## src/rtl/multicore_priority_scheduler.sv

```systemverilog
// Priority task scheduler: per-priority circular FIFOs feed a pool of cores.
// At most one task is dispatched per cycle. It goes to the lowest-indexed free
// core and is taken from the highest aged queue, or else from the highest
// non-empty queue. Each core counts its task down to completion.
module multicore_priority_scheduler #(
    parameter int NUM_CORES   = 4,
    parameter int NUM_PRIO    = 4,
    parameter int QUEUE_DEPTH = 16,
    parameter int DUR_W       = 8,
    parameter int AGE_LIMIT   = 32,
    localparam int PW = (NUM_PRIO > 1) ? $clog2(NUM_PRIO) : 1,
    localparam int CW = (NUM_CORES > 1) ? $clog2(NUM_CORES) : 1
) (
    input  logic                       clk,
    input  logic                       reset_n,
    input  logic                       task_valid,
    output logic                       task_ready,
    input  logic [PW-1:0]              task_priority,
    input  logic [DUR_W-1:0]           task_duration,
    output logic                       task_drop,
    output logic [NUM_CORES-1:0]       core_busy,
    output logic [NUM_CORES-1:0]       core_done,
    output logic [NUM_CORES*DUR_W-1:0] core_time,
    output logic [NUM_PRIO-1:0]        queue_full,
    output logic [NUM_PRIO-1:0]        queue_empty,
    output logic                       dispatch_valid,
    output logic [CW-1:0]              dispatch_core,
    output logic                       dispatch_aged
);
    localparam int QW = $clog2(QUEUE_DEPTH);
    localparam int AW = (AGE_LIMIT > 0) ? $clog2(AGE_LIMIT + 1) : 1;
    localparam logic [QW:0]   DEPTH_C = (QW+1)'(QUEUE_DEPTH);
    localparam logic [AW-1:0] AGE_MAX = AW'(AGE_LIMIT);

    // State
    logic [DUR_W-1:0]     mem_q [NUM_PRIO][QUEUE_DEPTH];
    logic [DUR_W-1:0]     mem_d [NUM_PRIO][QUEUE_DEPTH];
    logic [QW-1:0]        head_q [NUM_PRIO], head_d [NUM_PRIO];
    logic [QW-1:0]        tail_q [NUM_PRIO], tail_d [NUM_PRIO];
    logic [QW:0]          count_q [NUM_PRIO], count_d [NUM_PRIO];
    logic [AW-1:0]        age_q [NUM_PRIO], age_d [NUM_PRIO];
    logic [DUR_W-1:0]     time_q [NUM_CORES], time_d [NUM_CORES];
    logic [NUM_CORES-1:0] busy_q, busy_d, done_q, done_d;
    logic [NUM_PRIO-1:0]  full_q, full_d, empty_q, empty_d;
    logic                 drop_q, drop_d, dv_q, dv_d, da_q, da_d;
    logic [CW-1:0]        dc_q, dc_d;

    // Combinational decisions
    logic                 in_range_s, sel_full_s, enq_s, disp_s;
    logic [DUR_W-1:0]     dur_in_s;
    logic                 free_found_s, high_found_s, aged_found_s;
    logic [CW-1:0]        free_idx_s;
    logic [PW-1:0]        high_idx_s, aged_idx_s, src_idx_s;
    logic [NUM_PRIO-1:0]  push_s, pop_s;

    // Input acceptance: ready follows the registered full flag of the addressed queue
    always_comb begin
        in_range_s = (int'(task_priority) < NUM_PRIO);
        sel_full_s = 1'b0;
        for (int p = 0; p < NUM_PRIO; p++) begin
            sel_full_s = (task_priority == PW'(p)) ? full_q[p] : sel_full_s;
        end
        task_ready = in_range_s ? ~sel_full_s : 1'b1;
        enq_s      = task_valid & task_ready & in_range_s;
        dur_in_s   = (task_duration == '0) ? DUR_W'(1) : task_duration;
    end

    // Core and source-queue selection for this cycle's dispatch
    always_comb begin
        free_found_s = 1'b0;
        free_idx_s   = '0;
        for (int c = NUM_CORES - 1; c >= 0; c--) begin
            free_found_s = free_found_s | ~busy_q[c];
            free_idx_s   = busy_q[c] ? free_idx_s : CW'(c);
        end
        high_found_s = 1'b0;
        high_idx_s   = '0;
        aged_found_s = 1'b0;
        aged_idx_s   = '0;
        for (int p = 0; p < NUM_PRIO; p++) begin
            high_found_s = high_found_s | (count_q[p] != '0);
            high_idx_s   = (count_q[p] != '0) ? PW'(p) : high_idx_s;
            if ((AGE_LIMIT != 0) && (count_q[p] != '0) && (age_q[p] >= AGE_MAX)) begin
                aged_found_s = 1'b1;
                aged_idx_s   = PW'(p);
            end else begin
                aged_idx_s   = aged_idx_s;
            end
        end
        src_idx_s = aged_found_s ? aged_idx_s : high_idx_s;
        disp_s    = free_found_s & high_found_s;
        for (int p = 0; p < NUM_PRIO; p++) begin
            push_s[p] = enq_s & (task_priority == PW'(p));
            pop_s[p]  = disp_s & (src_idx_s == PW'(p));
        end
    end

    // Next state: core countdown, dispatch, enqueue, counts, aging and flags
    always_comb begin
        mem_d   = mem_q;
        head_d  = head_q;
        tail_d  = tail_q;
        count_d = count_q;
        age_d   = age_q;
        time_d  = time_q;
        busy_d  = busy_q;
        done_d  = '0;
        dv_d    = disp_s;
        dc_d    = dc_q;
        da_d    = da_q;
        drop_d  = task_valid & ~in_range_s;
        full_d  = full_q;
        empty_d = empty_q;

        for (int c = 0; c < NUM_CORES; c++) begin
            if (busy_q[c]) begin
                if (time_q[c] == DUR_W'(1)) begin
                    busy_d[c] = 1'b0;
                    time_d[c] = '0;
                    done_d[c] = 1'b1;
                end else begin
                    time_d[c] = time_q[c] - DUR_W'(1);
                end
            end else begin
                time_d[c] = time_q[c];
            end
        end

        // A free core is idle, so loading it never collides with its countdown
        if (disp_s) begin
            time_d[free_idx_s] = mem_q[src_idx_s][head_q[src_idx_s]];
            busy_d[free_idx_s] = 1'b1;
            head_d[src_idx_s]  = head_q[src_idx_s] + QW'(1);
            dc_d               = free_idx_s;
            da_d               = aged_found_s;
        end else begin
            dc_d = dc_q;
            da_d = da_q;
        end

        if (enq_s) begin
            mem_d[task_priority][tail_q[task_priority]] = dur_in_s;
            tail_d[task_priority] = tail_q[task_priority] + QW'(1);
        end else begin
            tail_d = tail_q;
        end

        for (int p = 0; p < NUM_PRIO; p++) begin
            case ({push_s[p], pop_s[p]})
                2'b10:   count_d[p] = count_q[p] + (QW+1)'(1);
                2'b01:   count_d[p] = count_q[p] - (QW+1)'(1);
                default: count_d[p] = count_q[p];
            endcase
            // A non-empty queue that was not served always waits one more cycle:
            // either a different queue won the free core or no core was free.
            if ((count_q[p] == '0) || pop_s[p]) begin
                age_d[p] = '0;
            end else if (age_q[p] < AGE_MAX) begin
                age_d[p] = age_q[p] + AW'(1);
            end else begin
                age_d[p] = age_q[p];
            end
            full_d[p]  = (count_d[p] == DEPTH_C);
            empty_d[p] = (count_d[p] == '0);
        end
    end

    // State registers with synchronous active-low reset
    always_ff @(posedge clk) begin
        if (!reset_n) begin
            for (int p = 0; p < NUM_PRIO; p++) begin
                for (int i = 0; i < QUEUE_DEPTH; i++) begin
                    mem_q[p][i] <= '0;
                end
                head_q[p]  <= '0;
                tail_q[p]  <= '0;
                count_q[p] <= '0;
                age_q[p]   <= '0;
            end
            for (int c = 0; c < NUM_CORES; c++) begin
                time_q[c] <= '0;
            end
            busy_q  <= '0;
            done_q  <= '0;
            full_q  <= '0;
            empty_q <= '1;
            drop_q  <= 1'b0;
            dv_q    <= 1'b0;
            dc_q    <= '0;
            da_q    <= 1'b0;
        end else begin
            mem_q   <= mem_d;
            head_q  <= head_d;
            tail_q  <= tail_d;
            count_q <= count_d;
            age_q   <= age_d;
            time_q  <= time_d;
            busy_q  <= busy_d;
            done_q  <= done_d;
            full_q  <= full_d;
            empty_q <= empty_d;
            drop_q  <= drop_d;
            dv_q    <= dv_d;
            dc_q    <= dc_d;
            da_q    <= da_d;
        end
    end

    // Pack per-core remaining time onto the flat output bus
    always_comb begin
        core_time = '0;
        for (int c = 0; c < NUM_CORES; c++) begin
            core_time[c*DUR_W +: DUR_W] = time_q[c];
        end
    end

    assign core_busy      = busy_q;
    assign core_done      = done_q;
    assign queue_full     = full_q;
    assign queue_empty    = empty_q;
    assign task_drop      = drop_q;
    assign dispatch_valid = dv_q;
    assign dispatch_core  = dc_q;
    assign dispatch_aged  = da_q;

endmodule
```

## config.mk

```make
export PLATFORM = sky130hd
export DESIGN_NAME = multicore_priority_scheduler
export DESIGN_NICKNAME = d
export VERILOG_FILES = /design/src/rtl/multicore_priority_scheduler.sv
export SDC_FILE = /design/constraint.sdc
export NUM_CORES = 2
export LEC_CHECK = 0
export BUFFER_PORTS_ARGS = -buffer_cell sky130_fd_sc_hd__buf_2
export CAP_MARGIN = 20
export CORE_AREA = 5 5 238 240
export CTS_BUF_LIST = sky130_fd_sc_hd__clkbuf_2
export DETAILED_ROUTE_END_ITERATION = 8
export DIE_AREA = 0 0 243 245
export PLACE_DENSITY = 0.71
export RECOVER_POWER = 100
export SYNTH_ARGS = -nofsm -noshare
export SYNTH_HDL_FRONTEND = slang
export SYNTH_SLANG_ARGS = --single-unit
```

## constraint.sdc

```tcl
create_clock -name clk -period 9.1 [get_ports clk]
set_clock_uncertainty 0.15 [all_clocks]
set_input_delay 0.91 -clock clk [delete_from_list [all_inputs] [get_ports clk]]
set_output_delay 0.91 -clock clk [all_outputs]
set_load 0.005 [all_outputs]
```

==> impl_results.md <==
- HP Start: task_duration[6]
- Commonest non-fill, non-tap cell in the layout: nand2_1
- CTS buffer count: 162
- Final wirelength: 92500 um
- Vias in the first global route: 25400
- Gp weighted congestion: 0.877
- Io pins: 67
- Fin crit period: 7060 ps
- Setup violators final: 0
- Post-layout util: 57.5%
- Worst Hold Path EP: mem_q[94]
- Primary FF master, synth: dfxtp_1
- Final net count: 3840
- DRT Pass-1 Iters: 8
- Maxcap violations: 5
- Failing checks: max-capacitance violations, max-slew violations
- Crit Path Max Fanout: 56
- Filler cells: 5235
- Hold_ws: 179 ps
- Startpoint class of the critical path: register
- Worst slew pin tran: 4620 ps
- Die X: 243 um
- Seq cells post-synth: 640
- Share of cells above drive strength 1: 9.11%
- Total GRT Usage: 30.1%
- Post-route DRC: 0
- Clock Tree Buf Depth: 3
- DRT iter0 DRCs: 3276
- CTS clk-pin slew, worst paths: 110 ps
- Total die area: 59500 um2
- Status: finished with violations
- Syn_area_per_cell: 7.78 um2
- Hold/Removal Path Class: primary input to register
- Vias post-DR: 27500
- Number of port buffers: 65
- Critical path capture point type: register
- R2R cell count: 19
- Register area share after synthesis: 43.4%
- CTS tree: built
- Syn. warnings: 0
- CTS Root Buffer Type: clkbuf_2
- Hold path depth: 4
- HPWL after DPL: 52900 um
- WS Path Type: register to register
- Standard-cell rows: 86
- Core area: 54400 um2
- Reg2Reg Setup Slack: 2040 ps
- Post CTS Setup Buffer Count: 0
- Reg2reg start: count_q[16]
- H-tree depth: 4
- Worst EP arrival: 8110 ps
- Rel. slew slack: -208%
- TNS Setup: 0 ps
- Reg2reg end: queue_full[2]
- Area Growth Syn to Fin: 6.18%
- Final hold vios: 0
- Post-route cell area: 31300 um2
- Data required time of the worst path: 10150 ps
- Largest net degree at the start of global routing: 212
- Antenna-violating nets left: 0
- Pwr per Cell Area: 310 nW/um2
- Synthesized area: 29500 um2
- Vias per cell: 5.97
- RSZ-0062 raised after global routing: false
- Commonest cells after routing, fill and taps aside: 1064 x nand2_1, 640 x dfxtp_1, 396 x nor2_1
- Syn Inst Count: 3791
- EDFF count, synth: 0
- Power consumption: 9.71 mW
- Count of different cell masters after synthesis: 73
- Initial antenna violation count: 2
- Crit share post-route: 77.5%
- Post-synth ARST share: 0%
- Die H: 245 um
- Total gr overflow: 0
- Pleak: 11.1 nW
- Placed Area: 30000 um2
- Mapped Nets: 3837
- Clk sink count: 640
- Worst vdd ir: 0.000848 V
- Slew Viols, Final: 464
- Worst-Skew Late Latency: 1370 ps
- Initial Utilization: 54.2%
- Fmax: 142 MHz
- First-pass GRT wire length: 144000 um
- Drt wl/cell: 20.1 um
==> cell families (layout without fill, tap and decap cells) <==
logic type	Yosys count	count (layout)	share of synthesized area [%]
buffers and inverters	302	409	4.27
other	1	2	0.0127
multiplexers	180	180	6.32
flip-flops	640	640	43.4
adder cells (fa/ha/maj)	33	33	1.40
XOR/XNOR	60	60	1.78
AO/OA/AOI/OAI	747	747	16.7
AND/OR/NAND/NOR	1828	1828	26.0
==> worst max path at each step <==
stage | start | endpoint | slack, ps | cells after the start
CTS | count_q[11] | core_time[15] | 3650 | 13
floorplan | count_q[11] | queue_full[2] | 4820 | 23
global placement | count_q[16] | core_time[15] | 3740 | 13
detailed placement | count_q[16] | core_time[15] | 3690 | 13
finish | count_q[16] | queue_full[2] | 2040 | 19
global route | count_q[17] | queue_empty[3] | 1720 | 17
==> power by group <==
group	internal [mW]	switching [mW]
logic	1.26	3.39
clock network	0.801	1.17
registers	2.94	0.150
==> Yosys cell counts, types with 15 or more instances <==
library cell,count,area share (%)
nor3b_1,17,0.43
a21oi_1,341,5.8
o21ai_0,34,0.58
buf_1,29,0.37
a211oi_1,172,4.4
nor4_1,19,0.40
clkbuf_1,177,2.3
nand2_1,1065,14
nor2_1,398,5.1
buf_2,47,0.80
and3_1,115,2.4
nand2b_1,15,0.32
nor2b_1,22,0.47
dfxtp_1,640,43
mux2i_1,166,5.6
xnor2_1,34,1.0
inv_1,27,0.34
a311o_1,32,1.1
nand3_1,112,1.9
nor3_1,24,0.41
ha_1,33,1.4
xor2_1,26,0.77
a311oi_1,84,2.5
==> critical path, cell delays in order, from the launching register on <==
cell	delay [ps]
dfxtp_1	450
nor3_1	160
a211o_1	300
and3_1	260
nor2_4	120
clkbuf_1	2430
nor3_1	810
ha_1	580
xor2_1	170
ha_1	220
nor2b_1	150
a21oi_1	170
nor2_1	60
a21oi_1	140
nor2_1	60
a31oi_1	140
nor2_1	70
xor2_1	150
and2_0	170
nor2b_1	140
==> flip-flops by register name, summed over array words and instances, names as in the netlist, 2 cells and up <==
| name | count |
|---|---|
| core_busy | 4 |
| head_q | 16 |
| count_q | 20 |
| tail_q | 16 |
| queue_empty | 4 |
| core_time | 32 |
| age_q | 24 |
| mem_q | 512 |
| core_done | 4 |
| queue_full | 4 |
| dispatch_core | 2 |
==> timing repair <==
item	4_1_cts	5_1_grt
resized for setup	0	0
endpoints found under the hold margin	26	0
hold buffers	4	0
==> stage by stage <==
step,setup slack (ps),instances
6_report,2040,4603
5_1_grt,1720,4603
4_1_cts,3650,4601
3_5_place_dp,3690,4329
3_3_place_gp,3740,4328
2_1_floorplan,4820,3791
==> final cells by class <==
type	count	area [um2]	area share, %
tap	704	881	2.81
timing repair buffer	108	628	2.01
multi-input combinational	2849	15400	49.3
clock buffer	239	1200	3.82
inverter	33	133	0.423
antenna	1	2.50	0.00799
clock inverter	29	221	0.707
sequential	640	12800	40.9
==> layer usage <==
metal	global-route usage, %	vias up	share of wire [%]	wire length (um)
li1	-	13100	-	-
met5	0	-	0	0
met1	41.2	12900	42	38900
met2	45.8	1251	44	40700
met4	11.9	0	3.7	3420
met3	7.70	242	10	9440
(Power assumes the default switching activity.)
